**config.mk**
```make
export PLATFORM = sky130hd
export DESIGN_NAME = arty_dma_axi_bridge
export DESIGN_NICKNAME = d
export VERILOG_FILES = /design/src/rtl/arty_dma_axi_bridge.sv
export SDC_FILE = /design/constraint.sdc
export NUM_CORES = 1
export LEC_CHECK = 0
export BUFFER_PORTS_ARGS = -buffer_cell sky130_fd_sc_hd__buf_2
export CAP_MARGIN = 20
export CORE_AREA = 2 2 202 204
export DETAILED_ROUTE_END_ITERATION = 16
export DIE_AREA = 0 0 204 206
export PLACE_DENSITY = 0.4
export SLEW_MARGIN = 20
export SYNTH_ARGS = -nofsm -noshare
export SYNTH_HDL_FRONTEND = slang
export SYNTH_SLANG_ARGS = --single-unit
```
**constraint.sdc**
```tcl
create_clock -name clk_i -period 1.6 [get_ports clk_i]
set_clock_uncertainty 0.1 [all_clocks]
set_input_delay 0.08 -clock clk_i [delete_from_list [all_inputs] [get_ports clk_i]]
set_output_delay 0.08 -clock clk_i [all_outputs]
set_load 0.01 [all_outputs]
```
**src/rtl/arty_dma_axi_bridge.sv**
```systemverilog
// arty_dma_axi_bridge: round-robin bridge from bsg cache DMA channels onto one AXI4 master port,
// one burst outstanding at a time.
module arty_dma_axi_bridge #(
  parameter int num_ch_p = 2,
  parameter int addr_width_p = 28,
  parameter int data_width_p = 64,
  parameter int burst_len_p = 4,
  parameter int axi_id_width_p = 4,
  parameter int axi_addr_width_p = 28,
  parameter logic [axi_addr_width_p-1:0] base_addr_p = '0
) (
  input  logic                                  clk_i,
  input  logic                                  reset_n_i,
  input  logic [num_ch_p*(addr_width_p+1)-1:0]  dma_pkt_i,
  input  logic [num_ch_p-1:0]                   dma_pkt_v_i,
  output logic [num_ch_p-1:0]                   dma_pkt_yumi_o,
  output logic [data_width_p-1:0]               dma_data_o,
  output logic [num_ch_p-1:0]                   dma_data_v_o,
  input  logic [num_ch_p-1:0]                   dma_data_ready_and_i,
  input  logic [num_ch_p*data_width_p-1:0]      dma_data_i,
  input  logic [num_ch_p-1:0]                   dma_data_v_i,
  output logic [num_ch_p-1:0]                   dma_data_yumi_o,
  output logic [axi_id_width_p-1:0]             axi_awid_o,
  output logic [axi_addr_width_p-1:0]           axi_awaddr_o,
  output logic [7:0]                            axi_awlen_o,
  output logic [2:0]                            axi_awsize_o,
  output logic [1:0]                            axi_awburst_o,
  output logic                                  axi_awvalid_o,
  input  logic                                  axi_awready_i,
  output logic [data_width_p-1:0]               axi_wdata_o,
  output logic [data_width_p/8-1:0]             axi_wstrb_o,
  output logic                                  axi_wlast_o,
  output logic                                  axi_wvalid_o,
  input  logic                                  axi_wready_i,
  input  logic [axi_id_width_p-1:0]             axi_bid_i,
  input  logic [1:0]                            axi_bresp_i,
  input  logic                                  axi_bvalid_i,
  output logic                                  axi_bready_o,
  output logic [axi_id_width_p-1:0]             axi_arid_o,
  output logic [axi_addr_width_p-1:0]           axi_araddr_o,
  output logic [7:0]                            axi_arlen_o,
  output logic [2:0]                            axi_arsize_o,
  output logic [1:0]                            axi_arburst_o,
  output logic                                  axi_arvalid_o,
  input  logic                                  axi_arready_i,
  input  logic [axi_id_width_p-1:0]             axi_rid_i,
  input  logic [data_width_p-1:0]               axi_rdata_i,
  input  logic [1:0]                            axi_rresp_i,
  input  logic                                  axi_rlast_i,
  input  logic                                  axi_rvalid_i,
  output logic                                  axi_rready_o,
  output logic                                  busy_o,
  output logic                                  error_o
);
  localparam int ch_w = num_ch_p > 1 ? $clog2(num_ch_p) : 1;
  localparam int cnt_w = $clog2(burst_len_p + 1);
  localparam int pkt_w = addr_width_p + 1;
  typedef enum logic [2:0] {IDLE, AR, R, AW, W, B} state_e;
  state_e r_state, w_state_n;
  logic [ch_w-1:0] r_rr, r_ch, w_grant, w_k;
  logic [addr_width_p-1:0] r_addr;
  logic [cnt_w-1:0] r_cnt;
  logic r_err, w_found, w_rhs, w_whs, w_last_beat, w_err;
  logic [pkt_w-1:0] w_pkt;
  logic [axi_addr_width_p-1:0] w_axi_addr;
  logic [axi_id_width_p-1:0] w_id;
  // descending scan so the channel closest above rr_ptr is the one left standing
  always_comb begin
    w_found = 1'b0;
    w_grant = '0;
    w_k = '0;
    for (int i = num_ch_p - 1; i >= 0; i--) begin
      w_k = ch_w'((int'(r_rr) + i) % num_ch_p);
      if (dma_pkt_v_i[w_k]) begin
        w_found = 1'b1;
        w_grant = w_k;
      end
    end
  end
  assign w_pkt = dma_pkt_i[int'(w_grant)*pkt_w +: pkt_w];
  assign w_axi_addr = base_addr_p + axi_addr_width_p'(r_addr);
  assign w_id = axi_id_width_p'(r_ch);
  assign w_rhs = (r_state == R) && axi_rvalid_i && axi_rready_o;
  assign w_whs = (r_state == W) && axi_wvalid_o && axi_wready_i;
  assign w_last_beat = r_cnt == cnt_w'(burst_len_p - 1);
  // rlast must coincide exactly with the final beat; either mismatch direction is an error
  assign w_err = (w_rhs && (axi_rresp_i != 2'b00 || axi_rid_i != w_id || axi_rlast_i != w_last_beat)) ||
                 ((r_state == B) && axi_bvalid_i && (axi_bresp_i != 2'b00 || axi_bid_i != w_id));
  assign dma_pkt_yumi_o = (r_state == IDLE && w_found) ? num_ch_p'(1) << w_grant : '0;
  assign dma_data_o = axi_rdata_i;
  assign dma_data_v_o = num_ch_p'(r_state == R && axi_rvalid_i) << r_ch;
  assign axi_rready_o = (r_state == R) && dma_data_ready_and_i[r_ch];
  assign axi_wvalid_o = (r_state == W) && dma_data_v_i[r_ch];
  assign axi_wdata_o = dma_data_i[int'(r_ch)*data_width_p +: data_width_p];
  assign dma_data_yumi_o = num_ch_p'(w_whs) << r_ch;
  assign axi_wlast_o = (r_state == W) && w_last_beat;
  assign axi_wstrb_o = '1;
  assign axi_bready_o = r_state == B;
  assign axi_arvalid_o = r_state == AR;
  assign axi_awvalid_o = r_state == AW;
  assign axi_arid_o = w_id;
  assign axi_awid_o = w_id;
  assign axi_araddr_o = w_axi_addr;
  assign axi_awaddr_o = w_axi_addr;
  assign axi_arlen_o = 8'(burst_len_p - 1);
  assign axi_awlen_o = 8'(burst_len_p - 1);
  assign axi_arsize_o = 3'($clog2(data_width_p / 8));
  assign axi_awsize_o = 3'($clog2(data_width_p / 8));
  assign axi_arburst_o = 2'b01;
  assign axi_awburst_o = 2'b01;
  assign busy_o = r_state != IDLE;
  assign error_o = r_err;
  always_comb begin
    w_state_n = r_state;
    case (r_state)
      IDLE:    if (w_found) w_state_n = w_pkt[addr_width_p] ? AW : AR;
      AR:      if (axi_arready_i) w_state_n = R;
      R:       if (w_rhs && axi_rlast_i) w_state_n = IDLE;
      AW:      if (axi_awready_i) w_state_n = W;
      W:       if (w_whs && w_last_beat) w_state_n = B;
      B:       if (axi_bvalid_i) w_state_n = IDLE;
      default: w_state_n = IDLE;
    endcase
  end
  always_ff @(posedge clk_i or negedge reset_n_i) begin
    if (!reset_n_i) begin
      r_state <= IDLE;
      r_rr <= '0;
      r_ch <= '0;
      r_addr <= '0;
      r_cnt <= '0;
      r_err <= 1'b0;
    end else begin
      r_state <= w_state_n;
      if (r_state == IDLE && w_found) begin
        r_rr <= (w_grant == ch_w'(num_ch_p - 1)) ? '0 : w_grant + 1'b1;
        r_ch <= w_grant;
        r_addr <= w_pkt[addr_width_p-1:0];
      end
      if (r_state == AR || r_state == AW) r_cnt <= '0;
      else if (w_rhs || w_whs) r_cnt <= r_cnt + 1'b1;
      if (w_err) r_err <= 1'b1;
    end
  end
endmodule

```
==> impl_metrics.toml <==
[final_layout]
instances_no_fill = 1275
fill_cells = 4552
area_growth_pct = 78.2
multi_input_area_sq_um = 2020
regArea_sq_um = 930
nNetsFinal = 1017
drive_gt1_share_pct = 67.7

[power]
combPwrFrac_pct = 69.8
worst_ir_drop_vdd_uv = 613
p_int_mw = 5.24
p_switching_mw = 3.83
p_sw_share_pct = 42.2
seq_power_share_pct = 19.5
pwr-share-clk_pct = 10.6
p_leak_nw = 3.35
powerDensity_nw_per_um2 = 1360
finalPower_mw = 9.06

[placed_design]
place_ws_ps = -181
portBuffers = 347
dp.cells = 1205
gp_congestion = 0.916
dp_hpwl_um = 17200

[clock_tree]
cts_buffers = 5
cts.sinks = 37
worstSkewPairLatency_ps = 280
h-tree-depth = 2
cts_root_buf = "clkbuf_16"
path_clk_slew_ps = 60
clk_path_buf_depth = 2
cts_tree = "built"

[synth]
ys_seq_area_share_pct = 24.8
async_flop_share_pct = 100
synth_cell_type_count = 40
yosysWarningCount = 0
synth_area_sq_um = 3730
synth_enable_flop_cells = 0
yosys-top-cells-count = "buf_4, mux2_2, dfrtp_1"
yosys.area.top_type = "buf_4"
synth_top_area_share_pct = 27.1
synth_ff_type = "dfrtp_1"
syn_inst = 410
synth_area_leaders = "buf_4, dfrtp_1, mux2_2, mux2i_1, nand2_1"
synth_seq_cells = 37
yosys.cell_count.top_type = "buf_4"
syn_avg_cell_area_sq_um = 9.11

[routing]
ant_nets = 0
viasPerCell = 3.16
wl_um = 20300
wire_per_inst_um = 15.9
drcViolationCount = 0
via_count = 4024
drtPass1Iterations = 4
drt_iter0_drc = 90

[run_status]
violations = "hold timing, setup timing"
outcome = "finished with violations"

[grt]
grt_pass1_vias = 3647
grt-ovfl-total = 0
grtUsageTotal_pct = 8.65
grt_pass1_wl_um = 25300
antenna_found_initial = 17
grt_max_degree = 37

[floorplan]
die_area_sq_um = 42000
top_level_ports = 516
die-width_um = 204
rows = 74
die_y_um = 206
core_region_area_sq_um = 40200
start_util_pct = 9.29

[worst_setup_path]
crit_fanout = 5
cp.required_ps = 1420
critPathSlowestCell = "or3_4"
end_kind = "primary output"
critPathMaxStageDelay_ps = 410
crit_chain = "or3_4 -> or2_4 -> nor2_4 -> buf_6"
critPathKind = "flop to primary output"
start_kind = "flop"
worstRegToRegCells = 6
crit_arrival_ps = 1630

[timing]
fmax_mhz = 553
setup_violations = 100
worstMarginPinSlew_ps = 513
fin_crit_sh_pct = 113
slew_headroom_pct = 65.8
rsz0062_at_grt = "true"
setup_ws_ps = -209
holdWs_ps = -15.2
slew_violations = 0
hold_viol_final = 2
min_period_ps = 1810

[hold_path]
hold-path-cell-count = 3
hold_path_class = "input pin to flop"

[flow_run]
maxCapViolations = 0
-- path summary, 6_finish.rpt --
path / start / endpoint / slack (ps)
setup / recovery: r_state[2]$_DFFE_PN0P_ / dma_pkt_yumi_o[1] / -210
hold / removal: dma_pkt_i[34] / r_addr[5]$_DFFE_PN0P_ / -20
setup reg to reg: r_state[2]$_DFFE_PN0P_ / r_addr[4]$_DFFE_PN0P_ / -160
hold reg to reg: error_o$_DFFE_PN0P_ / error_o$_DFFE_PN0P_ / 400
max in group asynchronous: reset_n_i / r_ch$_DFFE_PN0P_ / 650
min in group asynchronous: reset_n_i / r_addr[0]$_DFFE_PN0P_ / 210
-- flip-flops by register name, summed over array words and instances (netlist names) --
register	flops
error_o	1
r_addr	28
r_ch	1
r_cnt	3
r_rr	1
r_state	3
-- metal layers --
metal / track usage (%) / routed length, um
met5: 0 / 55
met2: 16.7 / 10300
met3: 3.33 / 2110
met1: 7.96 / 6670
met4: 4.01 / 1190
-- power by group through the flow --
stage	Combinational [mW]	Clock, mW	Sequential, mW
2_1_floorplan	3.37	0	1.84
3_3_place_gp	5.10	0	1.76
3_5_place_dp	5.09	0	1.78
4_1_cts	5.76	1.01	1.76
5_1_grt	6.88	1.04	1.83
6_report	6.33	0.965	1.77
-- per-stage QoR --
step / cell area [sq um] / hold WS (ps) / util, % / TNS [ps]
floorplan: 3890 / -316 / - / -2670
global route: 6650 / 9.21 / 16.5 / -18850
CTS: 6360 / 0.0754 / 15.8 / -12870
global placement: 5480 / -12.7 / 13.6 / -2790
detailed placement: 5480 / -21.8 / 13.6 / -3900
finish: 6650 / -15.2 / 16.6 / -13520
-- cell families (layout without fill, tap and decap cells) --
family | after synthesis | after routing | synth area share, %
adder cells (fa/ha/maj) | 2 | 2 | 0.670
flip-flops | 37 | 37 | 24.8
XOR/XNOR | 4 | 4 | 0.939
AND/OR/NAND/NOR | 69 | 69 | 8.95
buffers and inverters | 160 | 452 | 30.4
AO/OA/AOI/OAI | 39 | 39 | 5.93
multiplexers | 97 | 97 | 28.2
other | 2 | 43 | 0.201
-- worst max-delay path: cells and delay by family, from the launching register on --
family                 cells  cell delay [ps]
buffers and inverters      1              130
flip-flops                 1              400
AND/OR/NAND/NOR            3              820
-- cell usage in the layout (no fill, tap or decap), types with 7 or more instances in the layout --
cell type / synthesis / routed
buf_2: 8 / 321
buf_4: 135 / 24
buf_6: 2 / 35
clkbuf_16: 0 / 7
conb_1: 2 / 40
dfrtp_1: 37 / 36
dlygate4sd3_1: 0 / 49
mux2_2: 64 / 63
mux2i_1: 33 / 31
nand2_1: 30 / 26
nor2_1: 17 / 12
o21ai_1: 10 / 15
o21ai_2: 0 / 14
-- cell type report --
type,instances,area share (%)
tap,532,10.0
clock buffer,5,1.88
inverter,6,0.338
multi-input combinational,251,30.3
timing repair buffer,438,43.1
antenna,3,0.113
sequential,37,14.0
clock inverter,3,0.263
-- timing repair --
action | in CTS | in global routing
gates resized for setup | 70 | 48
setup buffers | 4 | 4
pin swaps | 9 | 9
setup endpoints to repair | 108 | 107
hold endpoints to repair | 45 | 0
cloned | 1 | 3
hold buffers | 49 | 0
Note: power is estimated with default switching activity, not from simulation.
